[config.mk]
export PLATFORM = sky130hd
export DESIGN_NAME = fetch_sequencer
export DESIGN_NICKNAME = d
export VERILOG_FILES = /design/src/rtl/fetch_sequencer.sv
export SDC_FILE = /design/constraint.sdc
export NUM_CORES = 1
export LEC_CHECK = 0
export ABC_AREA = 1
export CAP_MARGIN = 0
export CORE_UTILIZATION = 49
export CTS_CLUSTER_DIAMETER = 120
export DETAILED_ROUTE_END_ITERATION = 10
export GPL_TIMING_DRIVEN = 0
export MAX_ROUTING_LAYER = met4
export PLACE_DENSITY_LB_ADDON = 0.15
export SKIP_LAST_GASP = 1
export SYNTH_ARGS = -nofsm -noshare
export SYNTH_HDL_FRONTEND = slang
export SYNTH_SLANG_ARGS = --single-unit
[constraint.sdc]
create_clock -name clock -period 2 [get_ports clock]
set_input_delay 0.6 -clock clock [delete_from_list [all_inputs] [get_ports clock]]
set_output_delay 0.6 -clock clock [all_outputs]
set_load 0.03 [all_outputs]
[src/rtl/fetch_sequencer.sv]
// -----------------------------------------------------------------------------
// fetch_sequencer
//   Fetch-side controller for the 32-bit instruction register of the LegV8
//   64-bit core. Holds the fetch PC, requests words from instruction memory
//   with a req/ready handshake and loads each returned word into the
//   instruction register exactly once, in order. Handles downstream stall,
//   branch/exception redirect and enable-based start/stop.
//
//   Optional build macro: FETCH_TIMEOUT_EN
//     defined   - a request that waits TIMEOUT cycles for imem_ready sets the
//                 sticky fetch_error flag and parks the sequencer in IDLE
//                 until a redirect (or reset) clears it.
//     undefined - no timeout counter; fetch_error is tied low.
//
// Ports:
//   clock        rising-edge clock
//   reset        synchronous active-high reset
//   enable       fetch run control
//   stall        downstream cannot accept an instruction this cycle
//   redirect     redirect pulse; redirect_pc is the new fetch address
//   redirect_pc  new fetch address (bits [1:0] ignored)
//   imem_req     request valid (registered)
//   imem_addr    word-aligned request address (registered)
//   imem_ready   one-cycle response strobe, imem_rdata valid with it
//   imem_rdata   fetched instruction word
//   ir_load      one-cycle instruction register load strobe (registered)
//   ir_d         instruction for the instruction register (registered)
//   ir_pc        address of the instruction on ir_d (registered)
//   busy         high while not IDLE (registered)
//   fetch_error  sticky fetch-timeout flag
// -----------------------------------------------------------------------------
module fetch_sequencer #(
   parameter int unsigned    AW       = 64,
   parameter int unsigned    IW       = 32,
   parameter logic [AW-1:0]  RESET_PC = '0,
   parameter int unsigned    TIMEOUT  = 16
) (
   input  logic          clock,
   input  logic          reset,
   input  logic          enable,
   input  logic          stall,
   input  logic          redirect,
   input  logic [AW-1:0] redirect_pc,
   output logic          imem_req,
   output logic [AW-1:0] imem_addr,
   input  logic          imem_ready,
   input  logic [IW-1:0] imem_rdata,
   output logic          ir_load,
   output logic [IW-1:0] ir_d,
   output logic [AW-1:0] ir_pc,
   output logic          busy,
   output logic          fetch_error
);

   typedef enum logic [1:0] {
      IDLE  = 2'd0,
      FETCH = 2'd1,
      HOLD  = 2'd2
   } state_t;

   state_t        state, state_nxt;
   logic [AW-1:0] pc, pc_nxt, pc_inc;
   logic [IW-1:0] hold_d, hold_d_nxt;
   logic          load_nxt;
   logic [IW-1:0] ir_d_nxt;
   logic [AW-1:0] ir_pc_nxt;
   logic          req_nxt;
   logic          busy_nxt;
   state_t        run_state;

   // The request address is the PC itself: the PC only moves when a word is
   // consumed or on redirect, so it always names the word being fetched.
   assign imem_addr = pc;
   assign pc_inc    = pc + AW'(4);
   assign run_state = enable ? FETCH : IDLE;

   logic unused_addr_lsbs;
   assign unused_addr_lsbs = ^redirect_pc[1:0];

`ifdef FETCH_TIMEOUT_EN
   localparam int unsigned CW = $clog2(TIMEOUT + 1);

   logic [CW-1:0] wait_cnt, wait_cnt_nxt;
   logic          err_nxt;
`else
   logic [31:0] unused_timeout;
   assign unused_timeout = TIMEOUT;
   assign fetch_error    = 1'b0;
`endif

   always_comb begin
      state_nxt  = state;
      pc_nxt     = pc;
      hold_d_nxt = hold_d;
      load_nxt   = 1'b0;
      ir_d_nxt   = ir_d;
      ir_pc_nxt  = ir_pc;
`ifdef FETCH_TIMEOUT_EN
      wait_cnt_nxt = wait_cnt;
      err_nxt      = fetch_error;
`endif

      if (redirect) begin
         // Redirect discards any response this cycle and any held word.
         pc_nxt    = {redirect_pc[AW-1:2], 2'b00};
         state_nxt = run_state;
`ifdef FETCH_TIMEOUT_EN
         err_nxt      = 1'b0;
         wait_cnt_nxt = '0;
`endif
      end else begin
         case (state)
            IDLE: begin
               if (enable && !fetch_error) state_nxt = FETCH;
            end
            FETCH: begin
               if (imem_ready) begin
`ifdef FETCH_TIMEOUT_EN
                  wait_cnt_nxt = '0;
`endif
                  if (!stall) begin
                     load_nxt  = 1'b1;
                     ir_d_nxt  = imem_rdata;
                     ir_pc_nxt = pc;
                     pc_nxt    = pc_inc;
                     state_nxt = run_state;
                  end else begin
                     hold_d_nxt = imem_rdata;
                     state_nxt  = HOLD;
                  end
               end
`ifdef FETCH_TIMEOUT_EN
               else if (wait_cnt == CW'(TIMEOUT - 1)) begin
                  err_nxt      = 1'b1;
                  state_nxt    = IDLE;
                  wait_cnt_nxt = '0;
               end else begin
                  wait_cnt_nxt = wait_cnt + CW'(1);
               end
`endif
            end
            HOLD: begin
               // The PC still names the held word until it is delivered.
               if (!stall) begin
                  load_nxt  = 1'b1;
                  ir_d_nxt  = hold_d;
                  ir_pc_nxt = pc;
                  pc_nxt    = pc_inc;
                  state_nxt = run_state;
               end
            end
            default: state_nxt = IDLE;
         endcase
      end

`ifdef FETCH_TIMEOUT_EN
      if (state_nxt != FETCH) wait_cnt_nxt = '0;
`endif

      req_nxt  = (state_nxt == FETCH);
      busy_nxt = (state_nxt != IDLE);
   end

   always_ff @(posedge clock) begin
      if (reset) begin
         state    <= IDLE;
         pc       <= RESET_PC;
         hold_d   <= '0;
         imem_req <= 1'b0;
         ir_load  <= 1'b0;
         ir_d     <= '0;
         ir_pc    <= '0;
         busy     <= 1'b0;
      end else begin
         state    <= state_nxt;
         pc       <= pc_nxt;
         hold_d   <= hold_d_nxt;
         imem_req <= req_nxt;
         ir_load  <= load_nxt;
         ir_d     <= ir_d_nxt;
         ir_pc    <= ir_pc_nxt;
         busy     <= busy_nxt;
      end
   end

`ifdef FETCH_TIMEOUT_EN
   always_ff @(posedge clock) begin
      if (reset) begin
         wait_cnt    <= '0;
         fetch_error <= 1'b0;
      end else begin
         wait_cnt    <= wait_cnt_nxt;
         fetch_error <= err_nxt;
      end
   end
`endif

endmodule

==> results.md <==
* Status: finished, final reports clean
* Vias in the first global route at 10680
* Post-synth top flop: dfxtp_1
* Async set-reset flop share out of synthesis at 0
* Drt pass-1 iters at 7
* Total net switching power at 0.003193 W
* Critical path capture point type: output pin
* Critical Path Source: imem_addr[48]$_SDFFE_PP0P_
* Setup violators final at 0
* Fillers at 1820
* Worst flop-to-flop path endpoint: imem_addr[61]$_SDFFE_PP0P_
* Routability Congestion at 1.020
* Antenna viol nets, final at 0
* WP data arrival at 1.38 ns
* Power Dens Cells at 704.5 nW/um^2
* CTS Root Cell: clkbuf_16
* Yosys reg bits at 193
* Finished Cell Area at 13620 sq um
* Skew final at 0.01714 ns
* Die H at 144.4 um
* Flop pwr share at 0.443
* Longest Clk Path Bufs at 2
* Placed cell areas at 12850 sq um
* DIE AREA at 20850 sq um
* Post-DP HPWL at 28220 um
* Fmax at 0.5052 GHz
* Relative slew slack at 0.5247
* Cell family with most CP delay: flip-flops
* Worst-path cell chain: dlygate4sd2_1
* Iter 0 DRT Violations at 978
* Part of the power in the clock network at 0.383
* CTS Buf Count at 17
* Port bufs at 257
* Final Worst Setup Slack at 0.02076 ns
* Worst endpoint required time at 1.40 ns
* Post-Synthesis Cells at 1544
* CP max stage delay at 0.49 ns
* # rows at 51
* Ys Warns at 0
* Global-route wire length before repair at 56990 um
* Max rail drop VDD at 566.7 uV
* R2R Setup Slk at 0.06 ns
* CTS H-tree lvls at 4
* Fin. Hold Viols at 0
* CP max stage cell: dfxtp_1
* Hold buffer count at CTS at 0
* Final worst path period share at 0.9896
* DR WL/cell at 17.82 um
* Share of cells above drive strength 1 at 0.1142
* Final number of max-transition violations at 0
* Largest net degree at the start of global routing at 24
* Crit path depth at 1
* Crit path max fanout at 7
* CORE AREA at 19650 sq um
* Routed vias/inst at 5.525
* Worst-path clk slew at 0.09 ns
* Syn Std Cell Area at 9933 sq um
* Cell Count, Final, Fillers Out at 2113
* Tmin final at 1.979 ns
* TritonCTS clock tree: built
* Grt ovf at 0
* Io pins at 266
* Sw Share at 0.3328
* Sequential share of the synthesized area at 0.3890
* P_leak at 5.928 nW
* Clk sinks at 193
* DRC viols at 0
* Initial Utilization at 0.5054
* Total track usage at 0.3698
* Reg2Reg Depth at 10
* RSZ-0062 raised after global routing: yes
* Placed cells at 2070
* Critical Path End: imem_addr[48]
* Crit path buf inv count at 1
* Hold_ws at 0.4421 ns
* Worst setup SP type: flip-flop
* Post-Syn Area per Cell at 6.433 sq um
* Hold WC Path Type: flip-flop to flip-flop
* Reg2reg start: state[1]$_SDFF_PP0_
* Synthesis-to-finish area growth at 37.07%
* Multi-input gate area at 5191 sq um
* Internal power at 0.006400 W
* Comb power frac at 0.174
* Skew-Pair Late Insertion Delay at 0.45 ns
* Register area at 3906 sq um
* Final Net Count at 1942
* Initial antenna violation count at 1
* Vias at 11680
* Critical path class: flip-flop to output pin
* Final wirelength at 37660 um
* Pre-CTS setup slack at -1.219 ns
* EDFF count, synth at 0
* Worst slew pin tran at 0.7129 ns
* Die width at 144.4 um
* Post-synthesis cell type count at 36
* Max-cap viol count at 0
layout by cell type (no fill, tap or decap), types with 4 or more instances in the layout:
master and n:
a21oi_1 222, buf_2 10, buf_4 21, clkbuf_1 29, clkbuf_16 17, clkbuf_2 31
clkbuf_4 4, clkdlybuf4s15_1 5, clkdlybuf4s50_1 95, clkinv_8 7, conb_1 5, dfxtp_1 165
dfxtp_2 25, dlygate4sd2_1 151, ha_1 5, inv_1 167, inv_2 8, nand2_1 317
nand2_2 17, nand3_1 49, nand4_1 12, nor2_1 182, nor2_2 28, nor2_4 12
nor3_1 8, o21ai_0 193, o21ai_1 7, o31ai_1 7
per-layer routing:
| metal | global-route usage | up-vias | share of wire |
|---|---|---|---|
| li1 | - | 5566 | - |
| met1 | 0.4465 | 5391 | 0.40 |
| met2 | 0.6121 | 624 | 0.48 |
| met3 | 0.05497 | 94 | 0.086 |
| met4 | 0.1596 | 0 | 0.035 |
| met5 | - | - | 0 |
worst min path at each step:
stage	from	endpoint	slack [ns]	depth (start not counted)
floorplan	hold_d[17]$_SDFFE_PP0P_	ir_d[17]$_SDFFE_PP0P_	0.50	2
global placement	ir_pc[33]$_SDFFE_PP0P_	ir_pc[33]$_SDFFE_PP0P_	0.43	2
detailed placement	ir_pc[42]$_SDFFE_PP0P_	ir_pc[42]$_SDFFE_PP0P_	0.43	2
CTS	ir_pc[42]$_SDFFE_PP0P_	ir_pc[42]$_SDFFE_PP0P_	0.44	2
global route	ir_pc[56]$_SDFFE_PP0P_	ir_pc[56]$_SDFFE_PP0P_	0.46	2
finish	ir_pc[39]$_SDFFE_PP0P_	ir_pc[39]$_SDFFE_PP0P_	0.44	2
timing repair:
action,in CTS,in global routing
gates resized for setup,207,107
pin swaps,2,6
setup endpoints to repair,345,180
buffers inserted,0,10
cell usage after synthesis, types with 8 or more instances:
cell	n	area [sq um]
clkbuf_1	55	206.5
inv_1	169	634.4
buf_2	15	75.07
nor3_1	9	45.04
a21oi_1	222	1111
nor2_1	205	769.5
nand2_2	14	87.58
nor2_2	14	87.58
nand3_1	51	255.2
o21ai_0	198	991.0
nand4_1	12	75.07
dfxtp_1	193	3864
buf_4	8	60.06
nand2_1	320	1201
area by class of cell:
class                   count  share of cell area
repair buffers            267              0.1789
inverters                 178             0.04935
well taps                 265             0.02435
flip-flops and latches    193              0.2869
diodes                      1           0.0001838
clock buffers              17             0.03124
multi-input cells        1092              0.3813
plain buffers              85             0.03225
clock inverters            15             0.01553
stage by stage:
step | total power, W | setup TNS [ns] | util
CTS | 0.009545 | 0 | 0.6811
global route | 0.009911 | -0.04700 | 0.6928
finish | 0.009592 | 0 | 0.6928
global placement | 0.006030 | -145.61 | 0.6539
detailed placement | 0.006062 | -153.75 | 0.6539
floorplan | 0.005243 | 0 | -
power groups by stage:
stage	Clock, W	Combinational (W)	Sequential, W
global placement	0	0.00171	0.00432
global route	0.00384	0.00180	0.00427
detailed placement	0	0.00174	0.00433
CTS	0.00367	0.00164	0.00423
floorplan	0	0.000631	0.00461
finish	0.00367	0.00167	0.00425
cell families after synthesis:
group,count (synthesis),share of synthesized area
simple gates,638,0.2691
xor+xnor,1,0.0008819
flops,193,0.3890
other cells,1,0.0003775
fa+ha+maj,6,0.007557
buf+inv,263,0.1043
compound gates,442,0.2289
sequential cells by signal, indices dropped and copies added, names as in the netlist:
name / count
hold_d: 32
imem_req: 1
ir_pc: 62
busy: 1
ir_d: 32
ir_load: 1
state: 2
imem_addr: 62
Note: power is estimated with default switching activity, not from simulation.
==> RTL change, RTL diff (config.mk and constraints unchanged) <==
Build with the macro `FETCH_TIMEOUT_EN` defined.
--- a/src/rtl/fetch_sequencer.sv
+++ b/src/rtl/fetch_sequencer.sv
@@ -30,4 +30,6 @@
 //   fetch_error  sticky fetch-timeout flag
 // -----------------------------------------------------------------------------
+`define FETCH_TIMEOUT_EN
+
 module fetch_sequencer #(
    parameter int unsigned    AW       = 64,
Behaviour: no difference found for any inputs over 4 cycles, from zero or initial values and one cycle with reset high; that may be too few to reach the edited logic, so the function may still have changed.
==> RTL change against the original RTL <==
- the run now ends with setup timing left
- wire length rose by 15%
- critical path depth increased by 9
- sequential share of layout area decreased by 0.23 points
- setup slack worse by 0.036 ns
- final area increased by 4.0%
- die area increased by 2.2%
- sequential cell count is 6 higher
- final cell count increased by 1.4%
- synthesized cell count grew 1.4%
- area after synthesis up 2.3%
- power is 3.8% higher
- critical path type is now reg2reg
- critical endpoint is now imem_addr[32]$_SDFFE_PP0P_
- largest cell class unchanged
- largest power group unchanged
- highest routed layer unchanged
==> RTL change: results (changes against the original RTL) <==
Setup path
  – Critical path peak fanout: 8 (+1)
  – Crit path max-delay family: simple AND/OR/NAND/NOR gates
  – Slowest CP cell: dfxtp_4
  – Worst path arrival time: 2.31 ns (+0.93 ns)
  – CP peak stage delay: 0.42 ns (-0.07 ns)

Synthesis
  – Asr flop ratio synth: 0% (unchanged)
  – Area contributors post-synth: dfxtp_1, nand2_1, nor2_1
  – Post-synthesis sequential area ratio: 39.2% (+0.32 points)
  – Most frequent cells after synthesis: nand2_1, nor2_1, dfxtp_1, o21ai_0, inv_1
  – Synth cell types: 42 (+17%)
  – Yosys warns: 0 (unchanged)

Placed design
  – Final Wtd Congestion: 1.02 (-0.27%)
  – Post-DP HPWL: 33000 um (+17%)
  – Area of placed instances: 0.0131 sq mm (+1.9%)
  – # port buffers: 258 (+0.39%)

Outcome
  – Violated checks: setup timing
  – Status: finished, violations left

Routing
  – DR iter-0 viols: 1280 (+31%)
  – 1st-pass router iterations: 6 (-1)
  – Via count: 12300 (+5.0%)
  – Routed WL: 43500 um (+15%)

STA
  – Skew final: 0.0141 ns (-0.00303 ns)
  – Setup violators final: 2 (+2)
  – PnR worst setup slack: -0.0155 ns (-0.0362 ns)
  – Worst slew pin tran: 0.853 ns (+0.140 ns)

CTS
  – CTS Buf Count: 17 (unchanged)
  – H-tree Lvls: 4 (unchanged)
  – Root buffer cell: clkbuf_16
  – CTS Buffer Depth: 2 (unchanged)
  – Worst-path clk slew: 0.09 ns (about the same)
  – Later-pin clock latency in the skew report: 0.45 ns (about the same)

Pwr
  – Max VDD drop: 0.572 mV (+0.87%)
  – P_leak: 6.34 nW (+6.9%)

Cells and area
  – Fin nets: 1967 (+1.3%)
  – Layout cells sized above 1: 12.3% (+0.92 points)
  – N_diodes: 0 (-1)

Global route
  – Total track usage: 41.2% (+4.2 points)
  – Global-route wire length before repair: 65000 um (+14%)
  – Antenna violations before repair: 0 (-1)
  – Largest net degree at the start of global routing: 24 (unchanged)

Hold path
  – Worst min path class: reg2reg
## RTL change: changes by cell type after synthesis, moves of 18 or more
| cell | change |
|---|---|
| o21ai_0 | -35 |
| o211ai_1 | +18 |
| a21oi_1 | -137 |
| nand3_1 | +26 |
| inv_1 | -60 |
| a31oi_1 | +38 |
| nand2_1 | +23 |
| nor2_1 | +134 |
## RTL change: power breakdown
part | internal (mW) | switching, mW | total, mW
Clock | 1.75 | 1.99 | 3.75
Combinational | 0.673 | 1.14 | 1.82
Sequential | 4.16 | 0.227 | 4.39
Total | 6.59 | 3.36 | 9.95
## RTL change: logic make-up after synthesis
kind of cell | after synthesis | synth area share [%]
adder cells (fa/ha/maj) | 6 | 0.739
AO/OA/AOI/OAI | 328 | 17.7
flip-flops | 199 | 39.2
other | 1 | 0.0369
XOR/XNOR | 12 | 1.03
AND/OR/NAND/NOR | 824 | 33.7
buffers and inverters | 195 | 7.59
## RTL change: worst reg2reg max path: stages (launching register included)
cell,delay (ns)
dfxtp_4,0.42
ha_4,0.18
inv_1,0.13
nor2_8,0.18
nand2_2,0.20
nor2_4,0.28
nand2_1,0.09
nand2_1,0.06
nand3_1,0.11
o211ai_1,0.13
a21oi_1,0.10
## RTL change: what timing repair did
action,CTS,global route
endpoints found under the setup margin,345,188
resized for setup,265,131
buffers inserted,8,6
pin swaps,4,9
## RTL change: path summary, 6_finish.rpt
kind	from	endpoint	depth (start not counted)
min	hold_d[7]$_SDFFE_PP0P_	ir_d[7]$_SDFFE_PP0P_	2
max	imem_addr[2]$_SDFFE_PP0P_	imem_addr[32]$_SDFFE_PP0P_	10
min reg2reg	hold_d[7]$_SDFFE_PP0P_	ir_d[7]$_SDFFE_PP0P_	2
max reg2reg	imem_addr[2]$_SDFFE_PP0P_	imem_addr[32]$_SDFFE_PP0P_	10
## RTL change: routing by layer
layer / GRT usage [%] / up-vias / wire (um)
met5: - / - / 0
met4: 17.2 / 0 / 1990
met3: 7.87 / 151 / 4340
met2: 65.5 / 717 / 19900
met1: 51.2 / 5702 / 17200
li1: - / 5687 / -
## RTL change: cell type report
type / count / area [sq um]
buffer: 84 / 561
clock buffer: 17 / 425
clock inverter: 15 / 209
fill: 1796 / 6140
inverter: 111 / 429
multi-input combinational: 1174 / 5660
sequential: 199 / 4030
tap: 270 / 338
timing repair buffer: 272 / 2510
## RTL change: stage by stage
stage                     cells  total power [mW]  setup TNS (ns)  setup WS (ns)  hold WS [ns]
final                      2142              9.95         -0.0277        -0.0155         0.474
after global routing       2142              10.2          -0.207        -0.0607         0.490
after CTS                  2136              9.82         -0.0246        -0.0124         0.473
after detailed placement   2096              6.24         -133.78          -1.35         0.461
after global placement     2096              6.21         -130.18          -1.37         0.453
after floorplan            1568              5.35               0         0.0464         0.440
